===== src/rtl/cva6_bp_pkg.sv =====
// Shared types for the branch-resolution sink: control-flow kinds,
// predictor update entries and the redirect FSM states.
package cva6_bp_pkg;

    localparam int unsigned BP_VLEN = 64;

    typedef enum logic [2:0] {
        CF_NONE   = 3'd0,
        CF_BRANCH = 3'd1,
        CF_JUMP   = 3'd2,
        CF_JUMPR  = 3'd3,
        CF_RETURN = 3'd4
    } cf_t;

    typedef struct packed {
        logic               is_btb;
        logic [BP_VLEN-1:0] pc;
        logic [BP_VLEN-1:0] target;
        logic               taken;
    } bp_upd_entry_t;

    typedef enum logic {
        ST_IDLE,
        ST_REDIRECT
    } bp_redir_state_t;

endpackage


===== src/rtl/bp_upd_fifo.sv =====
// Drop-oldest FIFO for predictor training updates; a push into a full FIFO
// without a concurrent pop evicts the head and flags drop_o.
module bp_upd_fifo
    import cva6_bp_pkg::*;
#(
    parameter int unsigned DEPTH = 4
) (
    input  logic          clk_i,
    input  logic          rst_i,
    input  logic          flush_i,
    input  logic          push_i,
    input  bp_upd_entry_t data_i,
    input  logic          pop_i,
    output bp_upd_entry_t head_o,
    output logic          empty_o,
    output logic          drop_o
);

    localparam int unsigned AW = (DEPTH > 1) ? $clog2(DEPTH) : 1;
    localparam logic [AW:0] PTR_ONE = (AW+1)'(1);

    logic [AW:0]   wr_ptr_q, wr_ptr_d, rd_ptr_q, rd_ptr_d;
    bp_upd_entry_t mem_q [DEPTH];
    bp_upd_entry_t mem_d [DEPTH];
    logic          full;
    logic          pop_eff;

    assign empty_o = (wr_ptr_q == rd_ptr_q);
    assign full    = (wr_ptr_q[AW] != rd_ptr_q[AW]) &&
                     (wr_ptr_q[AW-1:0] == rd_ptr_q[AW-1:0]);
    assign head_o  = mem_q[rd_ptr_q[AW-1:0]];

    always_comb begin
        mem_d    = mem_q;
        wr_ptr_d = wr_ptr_q;
        rd_ptr_d = rd_ptr_q;
        drop_o   = 1'b0;
        pop_eff  = pop_i && !empty_o;
        if (flush_i) begin
            wr_ptr_d = '0;
            rd_ptr_d = '0;
        end else begin
            if (pop_eff) rd_ptr_d = rd_ptr_q + PTR_ONE;
            if (push_i) begin
                mem_d[wr_ptr_q[AW-1:0]] = data_i;
                wr_ptr_d = wr_ptr_q + PTR_ONE;
                // Full with no pop: the write lands on the head slot, so advance past it.
                if (full && !pop_eff) begin
                    rd_ptr_d = rd_ptr_q + PTR_ONE;
                    drop_o   = 1'b1;
                end
            end
        end
    end

    always_ff @(posedge clk_i) begin
        if (rst_i) begin
            wr_ptr_q <= '0;
            rd_ptr_q <= '0;
        end else begin
            wr_ptr_q <= wr_ptr_d;
            rd_ptr_q <= rd_ptr_d;
        end
    end

    always_ff @(posedge clk_i) begin
        mem_q <= mem_d;
    end

endmodule


===== src/rtl/bp_resolve_sink.sv =====
// Frontend sink for resolved branches: held redirect on mispredict plus a
// queued BHT/BTB update stream. Optional counters: BP_RESOLVE_PERF_CNT_EN.
module bp_resolve_sink
    import cva6_bp_pkg::*;
#(
    parameter int unsigned VLEN         = 64,
    parameter int unsigned PCLEN        = 128,
    parameter int unsigned DEPTH        = 4,
    parameter bit          CheriPresent = 1'b1
) (
    input  logic             clk_i,
    input  logic             rst_i,
    input  logic             res_valid_i,
    input  logic [VLEN-1:0]  res_pc_i,
    input  logic [PCLEN-1:0] res_target_i,
    input  logic             res_is_taken_i,
    input  logic             res_is_mispredict_i,
    input  logic [2:0]       res_cf_type_i,
    input  logic             flush_i,
    output logic             redirect_valid_o,
    output logic [PCLEN-1:0] redirect_pcc_o,
    input  logic             redirect_ready_i,
    output logic             upd_valid_o,
    output logic             upd_is_btb_o,
    output logic [VLEN-1:0]  upd_pc_o,
    output logic [VLEN-1:0]  upd_target_o,
    output logic             upd_taken_o,
    input  logic             upd_ready_i,
    output logic             upd_drop_o
`ifdef BP_RESOLVE_PERF_CNT_EN
    ,
    output logic [31:0]      perf_resolved_o,
    output logic [31:0]      perf_mispredict_o,
    output logic [31:0]      perf_drop_o
`endif
);

    bp_redir_state_t  state_q, state_d;
    logic [PCLEN-1:0] target_q, target_d;
    logic             mispredict;
    logic             upd_push;
    bp_upd_entry_t    upd_entry;
    bp_upd_entry_t    upd_head;
    logic             upd_empty;

    assign mispredict = res_valid_i && res_is_mispredict_i;

    always_ff @(posedge clk_i) begin
        if (rst_i) begin
            state_q  <= ST_IDLE;
            target_q <= '0;
        end else begin
            state_q  <= state_d;
            target_q <= target_d;
        end
    end

    always_comb begin
        state_d  = state_q;
        target_d = target_q;
        if (flush_i) begin
            state_d = ST_IDLE;
        end else begin
            case (state_q)
                ST_IDLE: begin
                    if (mispredict) begin
                        state_d  = ST_REDIRECT;
                        target_d = res_target_i;
                    end
                end
                ST_REDIRECT: begin
                    // A mispredict only replaces the target once the old one is accepted.
                    if (redirect_ready_i) begin
                        if (mispredict) target_d = res_target_i;
                        else            state_d  = ST_IDLE;
                    end
                end
                default: state_d = ST_IDLE;
            endcase
        end
    end

    always_comb begin
        redirect_valid_o = (state_q == ST_REDIRECT);
        redirect_pcc_o   = '0;
        if (redirect_valid_o) begin
            if (CheriPresent) redirect_pcc_o = target_q;
            else              redirect_pcc_o = {{(PCLEN-VLEN){1'b0}}, target_q[VLEN-1:0]};
        end
    end

    always_comb begin
        upd_entry        = '0;
        upd_entry.pc     = BP_VLEN'(res_pc_i);
        upd_push         = 1'b0;
        if (res_cf_type_i == CF_BRANCH) begin
            upd_push        = 1'b1;
            upd_entry.taken = res_is_taken_i;
        end else if (res_cf_type_i == CF_JUMPR && res_is_mispredict_i) begin
            upd_push         = 1'b1;
            upd_entry.is_btb = 1'b1;
            upd_entry.target = BP_VLEN'(res_target_i[VLEN-1:0]);
        end
        upd_push = upd_push && res_valid_i && !flush_i && !rst_i;
    end

    bp_upd_fifo #(
        .DEPTH (DEPTH)
    ) u_upd_fifo (
        .clk_i   (clk_i),
        .rst_i   (rst_i),
        .flush_i (flush_i),
        .push_i  (upd_push),
        .data_i  (upd_entry),
        .pop_i   (upd_ready_i),
        .head_o  (upd_head),
        .empty_o (upd_empty),
        .drop_o  (upd_drop_o)
    );

    always_comb begin
        upd_valid_o  = !upd_empty;
        upd_is_btb_o = upd_valid_o && upd_head.is_btb;
        upd_taken_o  = upd_valid_o && upd_head.taken;
        upd_pc_o     = upd_valid_o ? upd_head.pc[VLEN-1:0] : '0;
        upd_target_o = upd_valid_o ? upd_head.target[VLEN-1:0] : '0;
    end

`ifdef BP_RESOLVE_PERF_CNT_EN
    logic [31:0] perf_res_q, perf_res_d;
    logic [31:0] perf_mis_q, perf_mis_d;
    logic [31:0] perf_drop_q, perf_drop_d;

    always_comb begin
        perf_res_d  = perf_res_q;
        perf_mis_d  = perf_mis_q;
        perf_drop_d = perf_drop_q;
        if (res_valid_i && perf_res_q != '1) perf_res_d  = perf_res_q + 32'd1;
        if (mispredict && perf_mis_q != '1)  perf_mis_d  = perf_mis_q + 32'd1;
        if (upd_drop_o && perf_drop_q != '1) perf_drop_d = perf_drop_q + 32'd1;
    end

    always_ff @(posedge clk_i) begin
        if (rst_i) begin
            perf_res_q  <= '0;
            perf_mis_q  <= '0;
            perf_drop_q <= '0;
        end else begin
            perf_res_q  <= perf_res_d;
            perf_mis_q  <= perf_mis_d;
            perf_drop_q <= perf_drop_d;
        end
    end

    assign perf_resolved_o   = perf_res_q;
    assign perf_mispredict_o = perf_mis_q;
    assign perf_drop_o       = perf_drop_q;
`endif

endmodule


===== config.mk =====
export PLATFORM = sky130hd
export DESIGN_NAME = bp_resolve_sink
export DESIGN_NICKNAME = d
export VERILOG_FILES = /design/src/rtl/cva6_bp_pkg.sv /design/src/rtl/bp_upd_fifo.sv /design/src/rtl/bp_resolve_sink.sv
export SDC_FILE = /design/constraint.sdc
export NUM_CORES = 1
export LEC_CHECK = 0
export CORE_MARGIN = 4
export CORE_UTILIZATION = 45
export DETAILED_ROUTE_END_ITERATION = 10
export GPL_ROUTABILITY_DRIVEN = 0
export PLACE_DENSITY = 0.7
export SYNTH_ARGS = -nofsm -noshare
export SYNTH_HDL_FRONTEND = slang
export SYNTH_SLANG_ARGS = --single-unit
export TNS_END_PERCENT = 10

===== constraint.sdc =====
create_clock -name clk_i -period 14.3 [get_ports clk_i]
set_clock_uncertainty 0.2 [all_clocks]
set_input_delay 2.86 -clock clk_i [delete_from_list [all_inputs] [get_ports clk_i]]
set_output_delay 2.86 -clock clk_i [all_outputs]
set_load 0.03 [all_outputs]

==> qor.txt <==
Top cell type's share of synthesized area = 0.606
Final Hold Viols = 0
Hold path cells = 2
CP most frequent cell = clkdlybuf4s50_1
Latest clock arrival within the worst-skew pair = 0.58 ns
Largest vdd supply drop = 0.0781 mV
Post-synthesis sequential area ratio = 0.711
Total wire length = 61.8 mm
1st-iter DRT viols = 824
Crit path largest cell delay = 0.68 ns
CP arrival = 4.84 ns
Number of global-route vias before repair = 15,795
Post-DRT Antenna Nets = 0
DR vias/cell = 5.19
Total gr overflow = 0
Via count = 15,029
Hold_ws = 0.251 ns
Pre-antenna DRT Iters = 5
Clk root buf = clkbuf_16
TritonCTS buffer count = 68
Cell row count = 87
Netlist cell types = 30
Setup Crit Path Kind = in2out
Worst min path class = reg2reg
DRC Markers = 0
Final worst-path cycle share = 0.552
Core area = 0.0565 mm2
Post-cts gate resize count = 0
Initial antenna violation count = 6
Worst-path clk slew = 0.06 ns
FF+latch area = 0.0183 mm2
Most frequent cells after synthesis = edfxtp_1 (520), and2_1 (325), nand2_1 (262)
Synthesized cell area = 0.0258 mm2
Final slew viol count = 0
H-tree levels = 3
Starting Density = 0.456
Area of the multi-input gates = 0.00692 mm2
Ys flop type = edfxtp_1
TritonCTS Sinks = 655
Overall Global Routing Usage = 0.199
Filler Cells Inserted = 4,288
Avg Cell Area, Syn = 15.6 um2
Syn nets = 1,860
First-pass GRT wire length = 92.6 mm
Worst Path Required = 11.24 ns
Max cap viols = 0
Chip height = 247 um
PwrDens = 116 mW/mm2
IO Count = 464
Post-synth EDFFs = 520
CP max-delay cell = clkdlybuf4s50_1
Die W = 247 um
Layout cells sized above 1 = 0.118
Final Critical Period = 7.90 ns
CTS tree = built
Status = finished, final reports clean
Slew of the pin with the lowest slew margin = 1.21 ns
CP Max Fanout = 10
Total Nets Final = 2,302
Yosys reg bits = 655
Cells after Synth = 1,652
Max Fclk = 127 MHz
Placed wire-length estimate = 38.1 mm
Leakage = 11.0 nW
Synth area leader = edfxtp_1
WL/cell = 21.3 um
R2R cell count = 5
Crit path buf inv count = 2
Post-route setup TNS = 0 ns
Relative slew slack = 0.191
Largest net degree at the start of global routing = 131
Area growth from synthesis to layout = 28.2%
Die ar. = 0.0612 mm2
Crit end category = output pin
# Post-CTS Setup Buffers = 0
Hold_buf cts = 0
RSZ-0062 raised after global routing = no
Final setup fails = 0
Cell class contributing the biggest share of worst-path delay = buffers and inverters
PortBufs = 463
Count leader, synth = edfxtp_1
YS warnings = 0
Worst Setup Start Kind = input port
Synth top area cells = edfxtp_1 (61%), mux4_2 (11%), dfxtp_1 (10%)
Async set-reset flop share out of synthesis = 0
CP Depth = 5
Worst-case clock buffer depth = 3
CP Cell Sequence = clkdlybuf4s50_1, nor4b_4, nand3_2, nor2_1, clkdlybuf4s50_1
-- stage by stage --
stage	total power, mW	cells	utilization	cell area (um2)	worst slack, ns
final	3.83	2898	0.585	33000	6.40
after global routing	3.97	2896	0.585	33000	6.30
after CTS	3.87	2896	0.585	33000	6.41
after detailed placement	2.24	2780	0.549	31000	6.41
after global placement	2.23	2780	0.549	31000	6.38
after floorplan	2.15	1652	-	25800	7.06
-- logic make-up after synthesis --
logic type	count (synthesis)	synth area share
adders and majority gates	5	0.00243
muxes	134	0.115
DFF	655	0.711
xor gates and xnor gates	5	0.00170
and+or+nand+nor	608	0.123
buffers and inverters	114	0.0214
AOI/OAI and AO/OA	131	0.0258
-- cell usage in the layout, fill, tap and decap left out, types with 11 or more instances in the layout --
master	instances
clkinv_1	17
mux4_2	130
and2_1	322
buf_4	19
dfxtp_1	132
clkdlybuf4s50_1	462
a21oi_1	129
clkinv_2	11
nand2_1	262
edfxtp_1	520
clkbuf_16	69
-- layer usage --
metal | wire length, um | part of all wire | GRT usage | vias up
met5 | 45 | 0.00073 | 0 | -
met4 | 1570 | 0.025 | 0.0614 | 8
met3 | 5260 | 0.085 | 0.0671 | 98
met2 | 31100 | 0.50 | 0.340 | 506
met1 | 23800 | 0.39 | 0.243 | 7521
li1 | - | - | - | 6896
-- worst register-to-register path, delay by kind of cell, from the launching register on --
kind / cells / cell delay, ns
AO/OA/AOI/OAI: 1 / 0.19
buffers and inverters: 1 / 0.73
flip-flops: 1 / 1.05
AND/OR/NAND/NOR: 3 / 1.59
-- area by class of cell --
cell class                      count  area share
Sequential cell                   655       0.555
Multi-Input combinational cell    883       0.210
Timing Repair Buffer              481       0.144
Clock buffer                       82      0.0546
Tap cell                          756      0.0286
Clock inverter                     34     0.00723
Inverter                            5    0.000757
Antenna cell                        2    0.000151
-- power by group --
| group | leakage (nW) | switching, mW | internal, mW |
|---|---|---|---|
| Combinational | 3.94 | 0.0604 | 0.0672 |
| Sequential | 6.08 | 0.00889 | 2.06 |
| Clock | 1.01 | 0.684 | 0.948 |
| Total | 11.0 | 0.753 | 3.07 |
-- flip-flops by register name, summed over array words and instances (netlist names) --
signal,cells
u_upd_fifo.mem_q,520
target_q,128
u_upd_fifo.rd_ptr_q,3
u_upd_fifo.wr_ptr_q,3
redirect_valid_o,1
-- final timing paths --
kind              slack, ns                          to                        start
setup reg to reg      10.47   target_q[15]$_SDFFE_PP0P_  redirect_valid_o$_SDFF_PP0_
setup / recovery       6.40                  upd_drop_o                      flush_i
hold reg to reg        0.25  target_q[114]$_SDFFE_PP0P_   target_q[114]$_SDFFE_PP0P_
hold / removal         0.25  target_q[114]$_SDFFE_PP0P_   target_q[114]$_SDFFE_PP0P_
Power figures use the tool's default switching activity.
